$ cat config.mk
export PLATFORM = sky130hd
export DESIGN_NAME = barrett_mu_precompute
export DESIGN_NICKNAME = d
export VERILOG_FILES = /design/src/rtl/barrett_mu_precompute.sv
export SDC_FILE = /design/constraint.sdc
export NUM_CORES = 1
export LEC_CHECK = 0
export ABC_AREA = 0
export BUFFER_PORTS_ARGS = -buffer_cell sky130_fd_sc_hd__clkbuf_2
export CAP_MARGIN = 25
export CORE_MARGIN = 3
export CORE_UTILIZATION = 40
export DETAILED_ROUTE_END_ITERATION = 12
export PLACE_DENSITY = 0.66
export SYNTH_ARGS = -nofsm -noshare
export SYNTH_HDL_FRONTEND = slang
export SYNTH_SLANG_ARGS = --single-unit
$ cat constraint.sdc
create_clock -name clk_i -period 7 [get_ports clk_i]
set_clock_uncertainty 0.15 [all_clocks]
set_input_delay 0.7 -clock clk_i [delete_from_list [all_inputs] [get_ports clk_i]]
set_output_delay 0.7 -clock clk_i [all_outputs]
set_load 0.02 [all_outputs]
$ cat src/rtl/barrett_mu_precompute.sv
// Barrett constant precompute: finds the bit-length k of modulus m and computes
// mu = floor(2^(2k) / m) by restoring long division, one quotient bit per cycle.
module barrett_mu_precompute #(
    parameter int WIDTH = 64,
    parameter int KW    = $clog2(WIDTH) + 1
) (
    input  logic             clk_i,
    input  logic             rst_i,
    input  logic             start_i,
    input  logic [WIDTH-1:0] m_i,
    output logic             busy_o,
    output logic             valid_o,
    output logic             error_o,
    output logic [WIDTH-1:0] m_o,
    output logic [WIDTH+1:0] mu_o,
    output logic [KW-1:0]    k_o
);

    typedef enum logic [1:0] {
        S_IDLE,
        S_NORM,
        S_DIV,
        S_DONE
    } state_t;

    state_t           state_q;
    logic [WIDTH-1:0] m_q;
    logic [WIDTH-1:0] ms_q;
    logic [KW-1:0]    shift_cnt_q;
    logic [KW-1:0]    k_q;
    logic [WIDTH:0]   r_q;
    logic [WIDTH+1:0] q_q;
    logic [KW:0]      cnt_q;
    logic             dbit_q;
    logic             busy_q;
    logic             valid_q;
    logic             error_q;

    logic [WIDTH:0]   t_d;
    logic [WIDTH:0]   diff_d;
    logic             ge_d;
    logic [KW-1:0]    k_d;

    // One restoring-division step; the remainder never reaches m, so its top bit stays 0.
    always_comb begin
        t_d    = {r_q[WIDTH-1:0], dbit_q};
        ge_d   = r_q[WIDTH] | (t_d >= {1'b0, m_q});
        diff_d = t_d - {1'b0, m_q};
        k_d    = KW'(WIDTH) - shift_cnt_q;
    end

    // NOTE: all state updates use non-blocking assignments so every register samples pre-edge values.
    always_ff @(posedge clk_i) begin
        if (rst_i) begin
            state_q     <= S_IDLE;
            m_q         <= '0;
            ms_q        <= '0;
            shift_cnt_q <= '0;
            k_q         <= '0;
            r_q         <= '0;
            q_q         <= '0;
            cnt_q       <= '0;
            dbit_q      <= 1'b0;
            busy_q      <= 1'b0;
            valid_q     <= 1'b0;
            error_q     <= 1'b0;
        end else begin
            case (state_q)
                S_IDLE: begin
                    valid_q <= 1'b0;
                    if (start_i) begin
                        m_q         <= m_i;
                        ms_q        <= m_i;
                        shift_cnt_q <= '0;
                        busy_q      <= 1'b1;
                        if (m_i < WIDTH'(2)) begin
                            error_q <= 1'b1;
                            q_q     <= '0;
                            k_q     <= '0;
                            valid_q <= 1'b1;
                            state_q <= S_DONE;
                        end else begin
                            error_q <= 1'b0;
                            state_q <= S_NORM;
                        end
                    end
                end
                S_NORM: begin
                    if (ms_q[WIDTH-1]) begin
                        k_q     <= k_d;
                        r_q     <= '0;
                        q_q     <= '0;
                        cnt_q   <= {k_d, 1'b0};
                        dbit_q  <= 1'b1;
                        state_q <= S_DIV;
                    end else begin
                        ms_q        <= ms_q << 1;
                        shift_cnt_q <= shift_cnt_q + KW'(1);
                    end
                end
                S_DIV: begin
                    dbit_q <= 1'b0;
                    r_q    <= ge_d ? diff_d : t_d;
                    q_q    <= {q_q[WIDTH:0], ge_d};
                    cnt_q  <= cnt_q - (KW + 1)'(1);
                    if (cnt_q == '0) begin
                        valid_q <= 1'b1;
                        state_q <= S_DONE;
                    end
                end
                S_DONE: begin
                    valid_q <= 1'b0;
                    busy_q  <= 1'b0;
                    state_q <= S_IDLE;
                end
                default: state_q <= S_IDLE;
            endcase
        end
    end

    assign busy_o  = busy_q;
    assign valid_o = valid_q;
    assign error_o = error_q;
    assign m_o     = m_q;
    assign mu_o    = q_q;
    assign k_o     = k_q;

endmodule
==> results.sh, run 1 <==
export IMPL_detail_route_antenna_nets=0
export IMPL_r2r_start="m_o[1]$_SDFFE_PP0P_"
export IMPL_netlist_top_cells_area="sky130_fd_sc_hd__dfxtp_1 37%, sky130_fd_sc_hd__a21oi_1 8.3%, sky130_fd_sc_hd__nand2_1 8.2%, sky130_fd_sc_hd__ha_1 5.8%, sky130_fd_sc_hd__a222oi_1 4.0%"
export IMPL_tritoncts="yes"
export IMPL_min_delay_path_depth=3
export IMPL_post_cts_resized_instances=0
export IMPL_design_final_nets=2262
export IMPL_preCtsSetupSlack_ps=2720
export IMPL_area_growth_synth_to_final_pct=15.64
export IMPL_ys_flop_type="sky130_fd_sc_hd__dfxtp_1"
export IMPL_post_cts_repair_setup_buffers=0
export IMPL_vdd_ir_drop_worst_mv=0.2420
export IMPL_grt_start_max_net_pins=101
export IMPL_weighted_congestion_at_the_end_of_routability_driven_global_placement=0.9276
export IMPL_numCtsBuffers=31
export IMPL_cts_hold_buffers_added=0
export IMPL_most_numerous_cell_in_the_yosys_netlist="sky130_fd_sc_hd__nand2_1"
export IMPL_path_clk_slew_ps=60
export IMPL_placeableCoreArea_um2=37840
export IMPL_max_slew_margin_rel_pct=39.58
export IMPL_netSwitchingFraction_pct=36.45
export IMPL_die_area_um2=40980
export IMPL_synth_top_cell_by_area="sky130_fd_sc_hd__dfxtp_1"
export IMPL_drv_slew=0
export IMPL_synth_ff_latch_count=287
export IMPL_placementRows=71
export IMPL_kind_of_critical_path="flop to flop"
export IMPL_postRouteWirelength_mm=47.95
export IMPL_run_status="complete, no violations"
export IMPL_totalNegativeSetupSlack_ps=0
export IMPL_drv_cap=0
export IMPL_viasPerCell=5.660
export IMPL_die_height_um=202.4
export IMPL_synth_seq_area_share_pct=37.22
export IMPL_cts_path_max_buffers=3
export IMPL_synthDistinctLibCells=70
export IMPL_report_final_hold_viol_count=0
export IMPL_globalRoute_totalOverflow=0
export IMPL_place_detailed_hpwl_mm=34.16
export IMPL_clock_sinks=287
export IMPL_hold_end="m_o[0]$_SDFFE_PP0P_"
export IMPL_route_vias_total=15045
export IMPL_postSynthCellCount=2008
export IMPL_grt_pass1_vias=14155
export IMPL_postSynth_asyncResetShare_pct=0
export IMPL_port_buffers=206
export IMPL_number_of_flops_mapped_to_enable_cells_by_yosys=0
export IMPL_clk_root_buffer_cell="sky130_fd_sc_hd__clkbuf_16"
export IMPL_ys_top_cells_by_count="339 x sky130_fd_sc_hd__nand2_1, 287 x sky130_fd_sc_hd__dfxtp_1, 255 x sky130_fd_sc_hd__a21oi_1"
export IMPL_power_combinational_fraction_pct=31.5
export IMPL_leakage_uw=0.007305
export IMPL_drc=0
export IMPL_drt_first_iter_violations=1348
export IMPL_dr_pass1_iters=9
export IMPL_post_layout_min_period_ps=3980
export IMPL_r2r_end="r_q[44]$_SDFFE_PP0P_"
export IMPL_worstMarginPinSlew_ps=906.3
export IMPL_global_route_usage_total_pct=22.36
export IMPL_wl_per_cell_um=18.04
export IMPL_io_pin_count=207
export IMPL_setup_ws_ps=3020
export IMPL_ys_warn_count=0
export IMPL_hold_start="m_i[0]"
export IMPL_psw_uw=1961
export IMPL_syn_nets=2148
export IMPL_antenna_found_initial=6
export IMPL_synth_avg_cell_area_um2=7.687
export IMPL_post_synth_top_area_fraction_pct=37.22
export IMPL_p_int_uw=3419
export IMPL_timing_final_setup_violations=0
export IMPL_power_frac_clock_pct=32.9
export IMPL_reg2regPathDepth=14
export IMPL_chipWidth_um=202.4
export IMPL_cell_pwr_density_nw_per_um2=301.4
export IMPL_post_route_cells_drive_above_1_share_pct=14.31
export IMPL_timing_reg2reg_setup_slack_ps=3020
export IMPL_worst_endpoint_arrival_ps=4320
export IMPL_type_of_the_tightest_min_delay_check="input pin to flop"
export IMPL_max_freq_mhz=251.3
export IMPL_end_kind="flop"
export IMPL_rsz_0062_raised_after_global_routing="false"
export IMPL_clock_insertion_delay_worst_skew_ps=570
export IMPL_share_of_the_clock_period_used_by_the_worst_path_pct=56.86
export IMPL_share_seq_of_total_power_pct=35.6
export IMPL_synth_cell_area_um2=15430
export IMPL_initial_utilization_pct=40.79
export IMPL_wire_length_of_the_first_global_routing_pass_mm=76.48
export IMPL_startpoint_type="flop"
export IMPL_worst_endpoint_required_ps=7340
export IMPL_path_max_fanout=62
export IMPL_report_power_total_uw=5380
export IMPL_clock_tree_htree_level_count=1
==> layout make-up <==
type / count / area, um^2
fillers: 3866 / 20000
multi-input cells: 1484 / 8797
flip-flops and latches: 287 / 5746
repair buffers: 223 / 1202
clock buffers: 41 / 873.3
well taps: 511 / 639.4
inverters: 95 / 356.6
clock inverters: 15 / 229.0
diodes: 2 / 5.005
==> through the flow <==
step / area, um^2 / instances / hold slack, ps / utilization, %
2_1_floorplan: 15430 / 2008 / 288.5 / -
3_3_place_gp: 16680 / 2597 / 288.8 / 44.08
3_5_place_dp: 16690 / 2598 / 301.4 / 44.09
4_1_cts: 17790 / 2654 / 197.3 / 47.00
5_1_grt: 17850 / 2658 / 213.0 / 47.16
6_report: 17850 / 2658 / 222.5 / 47.16
==> power groups by stage <==
stage / clock network [uW] / logic, uW / registers [uW]
after global routing: 1880 / 1870 / 1930
final: 1770 / 1700 / 1910
after global placement: 0 / 1640 / 1940
after floorplan: 0 / 1160 / 1980
after CTS: 1810 / 1670 / 1910
after detailed placement: 0 / 1660 / 1950
==> per-layer routing <==
metal / global-route usage, % / wire length (um)
met5: 0 / 46
met1: 30.43 / 21140
met4: 5.989 / 1229
met2: 36.68 / 22140
met3: 4.026 / 3390
==> worst max path at each step <==
stage	from	end	slack [ps]	cells past startpoint
floorplan	m_o[31]$_SDFFE_PP0P_	r_q[58]$_SDFFE_PP0P_	3800	14
global placement	m_i[17]	k_o[3]$_SDFFE_PP0P_	2330	8
detailed placement	m_o[30]$_SDFFE_PP0P_	r_q[54]$_SDFFE_PP0P_	2720	12
CTS	m_o[30]$_SDFFE_PP0P_	r_q[60]$_SDFFE_PP0P_	2710	12
global route	m_o[1]$_SDFFE_PP0P_	r_q[51]$_SDFFE_PP0P_	2720	14
finish	m_o[1]$_SDFFE_PP0P_	r_q[44]$_SDFFE_PP0P_	3020	14
==> worst max-delay path, cell delays in order (launching register included) <==
cell and delay [ps]:
sky130_fd_sc_hd__dfxtp_1 440, sky130_fd_sc_hd__inv_1 70, sky130_fd_sc_hd__ha_1 310, sky130_fd_sc_hd__nor2b_1 150, sky130_fd_sc_hd__o31a_1 290, sky130_fd_sc_hd__o31ai_1 440, sky130_fd_sc_hd__a211o_1 270, sky130_fd_sc_hd__a21oi_2 80
sky130_fd_sc_hd__a211oi_2 360, sky130_fd_sc_hd__o31ai_4 80, sky130_fd_sc_hd__buf_4 250, sky130_fd_sc_hd__buf_16 260, sky130_fd_sc_hd__nor2_1 470, sky130_fd_sc_hd__nand2_1 120, sky130_fd_sc_hd__o211ai_1 110
==> cell families (layout without fill, tap and decap cells) <==
kind of cell | Yosys count | in the layout | share of synthesized area (%)
adders and majority gates | 73 | 73 | 5.966
buffers and inverters | 237 | 374 | 6.080
muxes | 39 | 39 | 2.554
xor gates and xnor gates | 64 | 64 | 3.632
AOI/OAI and AO/OA | 577 | 577 | 23.66
other | 0 | 2 | 0
DFF | 287 | 287 | 37.22
and+or+nand+nor | 731 | 731 | 20.88
==> placed cells by master, fill, tap and decap left out, types with 8 or more instances in the layout <==
cell type / count
sky130_fd_sc_hd__o21a_1: 11
sky130_fd_sc_hd__a22oi_1: 9
sky130_fd_sc_hd__nand3_1: 99
sky130_fd_sc_hd__dfxtp_1: 287
sky130_fd_sc_hd__nand4_1: 34
sky130_fd_sc_hd__a21oi_1: 254
sky130_fd_sc_hd__buf_4: 14
sky130_fd_sc_hd__nor2_1: 149
sky130_fd_sc_hd__nor4_1: 21
sky130_fd_sc_hd__xnor2_1: 35
sky130_fd_sc_hd__nand2_1: 338
sky130_fd_sc_hd__mux2i_1: 36
sky130_fd_sc_hd__clkinv_2: 8
sky130_fd_sc_hd__a21o_1: 30
sky130_fd_sc_hd__nor2b_1: 10
sky130_fd_sc_hd__o21bai_1: 16
sky130_fd_sc_hd__xor2_1: 29
sky130_fd_sc_hd__inv_1: 95
sky130_fd_sc_hd__and3_1: 9
sky130_fd_sc_hd__clkbuf_16: 31
sky130_fd_sc_hd__ha_1: 71
sky130_fd_sc_hd__a222oi_1: 61
sky130_fd_sc_hd__o21ai_0: 117
sky130_fd_sc_hd__o211ai_1: 11
sky130_fd_sc_hd__nor3_1: 24
sky130_fd_sc_hd__nand2b_1: 13
sky130_fd_sc_hd__clkbuf_2: 205
==> state kept, by name (all words and copies together), names as in the netlist, 2 cells and up <==
| register | count |
|---|---|
| shift_cnt_q | 7 |
| r_q | 65 |
| state_q | 2 |
| mu_o | 66 |
| k_o | 7 |
| m_o | 64 |
| cnt_q | 8 |
| ms_q | 64 |
No activity file was read; power rests on OpenSTA's default activity.
==> run 2, diff against run 1 <==
Settings changed: PLACE_DENSITY 0.66 to 0.68.
Clock period 7 ns to 3.64 ns, I/O delays scaled along.
==> run 2 against run 1 <==
Core utilization grew 2.7 points. Largest cell class unchanged. Design area rose by 5.7%. Setup slack worse by 2900 ps. Critical endpoint is now r_q[48]$_SDFFE_PP0P_. Global-route usage rose by 1.2 points. Critical path type unchanged.
==> results.sh, run 2 (same netlist as run 1, synthesis figures left out) <==
export IMPL_path_clk_slew_ps=70
export IMPL_leakage_uw=0.007773
export IMPL_global_route_peak_usage_layer="met2"
export IMPL_hold_start="start_i"
export IMPL_cpPeakStageDelay_ps=430
export IMPL_io_pin_count=207
export IMPL_weighted_congestion_at_the_end_of_routability_driven_global_placement=0.9368
export IMPL_end_kind="flop"
export IMPL_startpoint_type="flop"
export IMPL_worst_endpoint_required_ps=3990
export IMPL_clock_insertion_delay_worst_skew_ps=580
export IMPL_grt_start_max_net_pins=73
export IMPL_post_layout_min_period_ps=3536
export IMPL_initial_utilization_pct=40.79
export IMPL_timing_final_setup_violations=0
export IMPL_clk_root_buffer_cell="sky130_fd_sc_hd__clkbuf_16"
export IMPL_fillerInstances=3660
export IMPL_largest_register_ffs=66
export IMPL_drv_cap=0
export IMPL_grt_util_met2_pct=37.51
export IMPL_numCtsBuffers=31
export IMPL_die_area_um2=40980
export IMPL_die_height_um=202.4
export IMPL_placementRows=71
export IMPL_antenna_found_initial=1
export IMPL_worst_endpoint_arrival_ps=3880
export IMPL_gr_usage_met3_pct=4.461
export IMPL_timing_reg2reg_setup_slack_ps=100
export IMPL_clock_sinks=287
export IMPL_timing_critical_path_cells="inv_1, ha_1, and2_1, nand2_1, or4_1, a211o_1, a21oi_2, a211oi_2, o31ai_4, buf_4, buf_4, nand2_1, buf_4, o21ai_0"
export IMPL_drv_slew=0
export IMPL_cell_pwr_density_nw_per_um2=561.1
export IMPL_kind_of_critical_path="flop to flop"
export IMPL_type_of_the_tightest_min_delay_check="input pin to flop"
export IMPL_timing_critical_path_mode_cell="sky130_fd_sc_hd__buf_4"
export IMPL_holdWs_ps=211.8
export IMPL_path_max_fanout=9
export IMPL_detail_route_antenna_nets=0
export IMPL_most_common_layout_cells="338 x sky130_fd_sc_hd__nand2_1, 287 x sky130_fd_sc_hd__dfxtp_1, 253 x sky130_fd_sc_hd__a21oi_1, 205 x sky130_fd_sc_hd__clkbuf_2, 149 x sky130_fd_sc_hd__nor2_1"
export IMPL_chipWidth_um=202.4
export IMPL_vdd_ir_drop_worst_mv=0.4188
export IMPL_port_buffers=206
export IMPL_wl_per_cell_um=18.35
export IMPL_place_detailed_hpwl_mm=35.44
export IMPL_r2r_start="m_o[19]$_SDFFE_PP0P_"
export IMPL_design_final_nets=2366
export IMPL_max_slew_margin_rel_pct=30.30
export IMPL_worstMarginPinSlew_ps=1035
export IMPL_globalRoute_totalOverflow=0
export IMPL_share_of_the_clock_period_used_by_the_worst_path_pct=97.14
export IMPL_max_freq_mhz=282.8
export IMPL_cpMaxStageDelayCell="sky130_fd_sc_hd__or4_1"
export IMPL_report_final_hold_viol_count=0
export IMPL_run_status="complete, no violations"
export IMPL_post_route_util_pct=49.87
export IMPL_fin_area_um2=18870
export IMPL_area_growth_synth_to_final_pct=22.28
export IMPL_dpl_instance_area_um2=16990
export IMPL_globalRouteMet1Util_pct=31.29
export IMPL_viasPerCell=5.712
export IMPL_tritoncts="yes"
export IMPL_totalNegativeSetupSlack_ps=0
export IMPL_route_vias_total=15776
export IMPL_min_delay_path_depth=4
export IMPL_placeableCoreArea_um2=37840
export IMPL_reg2regPathDepth=14
export IMPL_drc=0
export IMPL_dr_pass1_iters=9
export IMPL_final_common_cell="sky130_fd_sc_hd__nand2_1"
export IMPL_timing_critical_path_max_delay_family="compound AO/OA/AOI/OAI gates"
export IMPL_r2r_end="r_q[48]$_SDFFE_PP0P_"
export IMPL_hold_end="valid_o$_SDFFE_PP0P_"
export IMPL_postRouteWirelength_mm=50.69
export IMPL_drt_first_iter_violations=1687
export IMPL_clock_tree_htree_level_count=1
export IMPL_crit_path_buf_inv_count=4
export IMPL_wire_length_of_the_first_global_routing_pass_mm=80.04
export IMPL_post_route_cells_drive_above_1_share_pct=15.73
export IMPL_cts_path_max_buffers=3
export IMPL_grt_pass1_vias=15044
export IMPL_global_route_usage_total_pct=23.54
run 2: cell count changes in the layout (fill, tap and decap cells not counted), sizes merged:
cell / change
dlygate4sd3: +65
buf: +38
clkinv: +2
clkinvlp: +1
diode: -1
inv: -1
run 2: worst reg2reg max path, delay by kind of cell (launching register included):
family                     cells  cell delay (ps)
AOI/OAI and AO/OA              5             1080
and+or+nand+nor                4              800
buffers and inverters          4              600
DFF                            1              410
adders and majority gates      1              410
run 2: area by class of cell:
type / instances / area, um^2 / area share, %
Clock inverter: 17 / 241.5 / 1.280
Sequential cell: 287 / 5746 / 30.44
Antenna cell: 1 / 2.502 / 0.01326
Multi-Input combinational cell: 1484 / 8840 / 46.84
Clock buffer: 40 / 869.6 / 4.608
Inverter: 95 / 356.6 / 1.889
Tap cell: 511 / 639.4 / 3.388
Timing Repair Buffer: 327 / 2178 / 11.54
run 2: worst max path at each step:
stage,start,endpoint,slack [ps],cells after the start
floorplan,m_o[31]$_SDFFE_PP0P_,r_q[58]$_SDFFE_PP0P_,440,14
global placement,m_o[22]$_SDFFE_PP0P_,r_q[46]$_SDFFE_PP0P_,220,11
detailed placement,m_o[22]$_SDFFE_PP0P_,r_q[46]$_SDFFE_PP0P_,160,11
CTS,m_o[20]$_SDFFE_PP0P_,r_q[63]$_SDFFE_PP0P_,140,13
global route,m_o[1]$_SDFFE_PP0P_,r_q[46]$_SDFFE_PP0P_,-7,13
finish,m_o[19]$_SDFFE_PP0P_,r_q[48]$_SDFFE_PP0P_,100,14
run 2: stage by stage:
step	power (uW)	std cells	setup WS, ps
2_1_floorplan	6033	2008	435.1
3_3_place_gp	6981	2630	224.2
3_5_place_dp	7058	2631	162.7
4_1_cts	10570	2753	137.5
5_1_grt	11140	2762	-6.623
6_report	10590	2762	104.2
run 2: report_power, final:
part | switching [uW] | internal (uW) | total, uW
clock network | 1340 | 2100 | 3430
registers | 239 | 3450 | 3680
logic | 2280 | 1190 | 3470
total | 3860 | 6730 | 10600
run 2: per-layer routing:
| layer | vias up | part of all wire, % |
|---|---|---|
| li1 | 7551 | - |
| met1 | 7432 | 43 |
| met2 | 644 | 45 |
| met3 | 149 | 7.6 |
| met4 | 0 | 4.4 |
| met5 | - | 0 |
run 2: timing repair:
action,in CTS,in global routing
endpoints found under the hold margin,135,0
setup endpoints to repair,0,56
hold buffers,65,0
buffers inserted,0,7
resized for setup,0,15
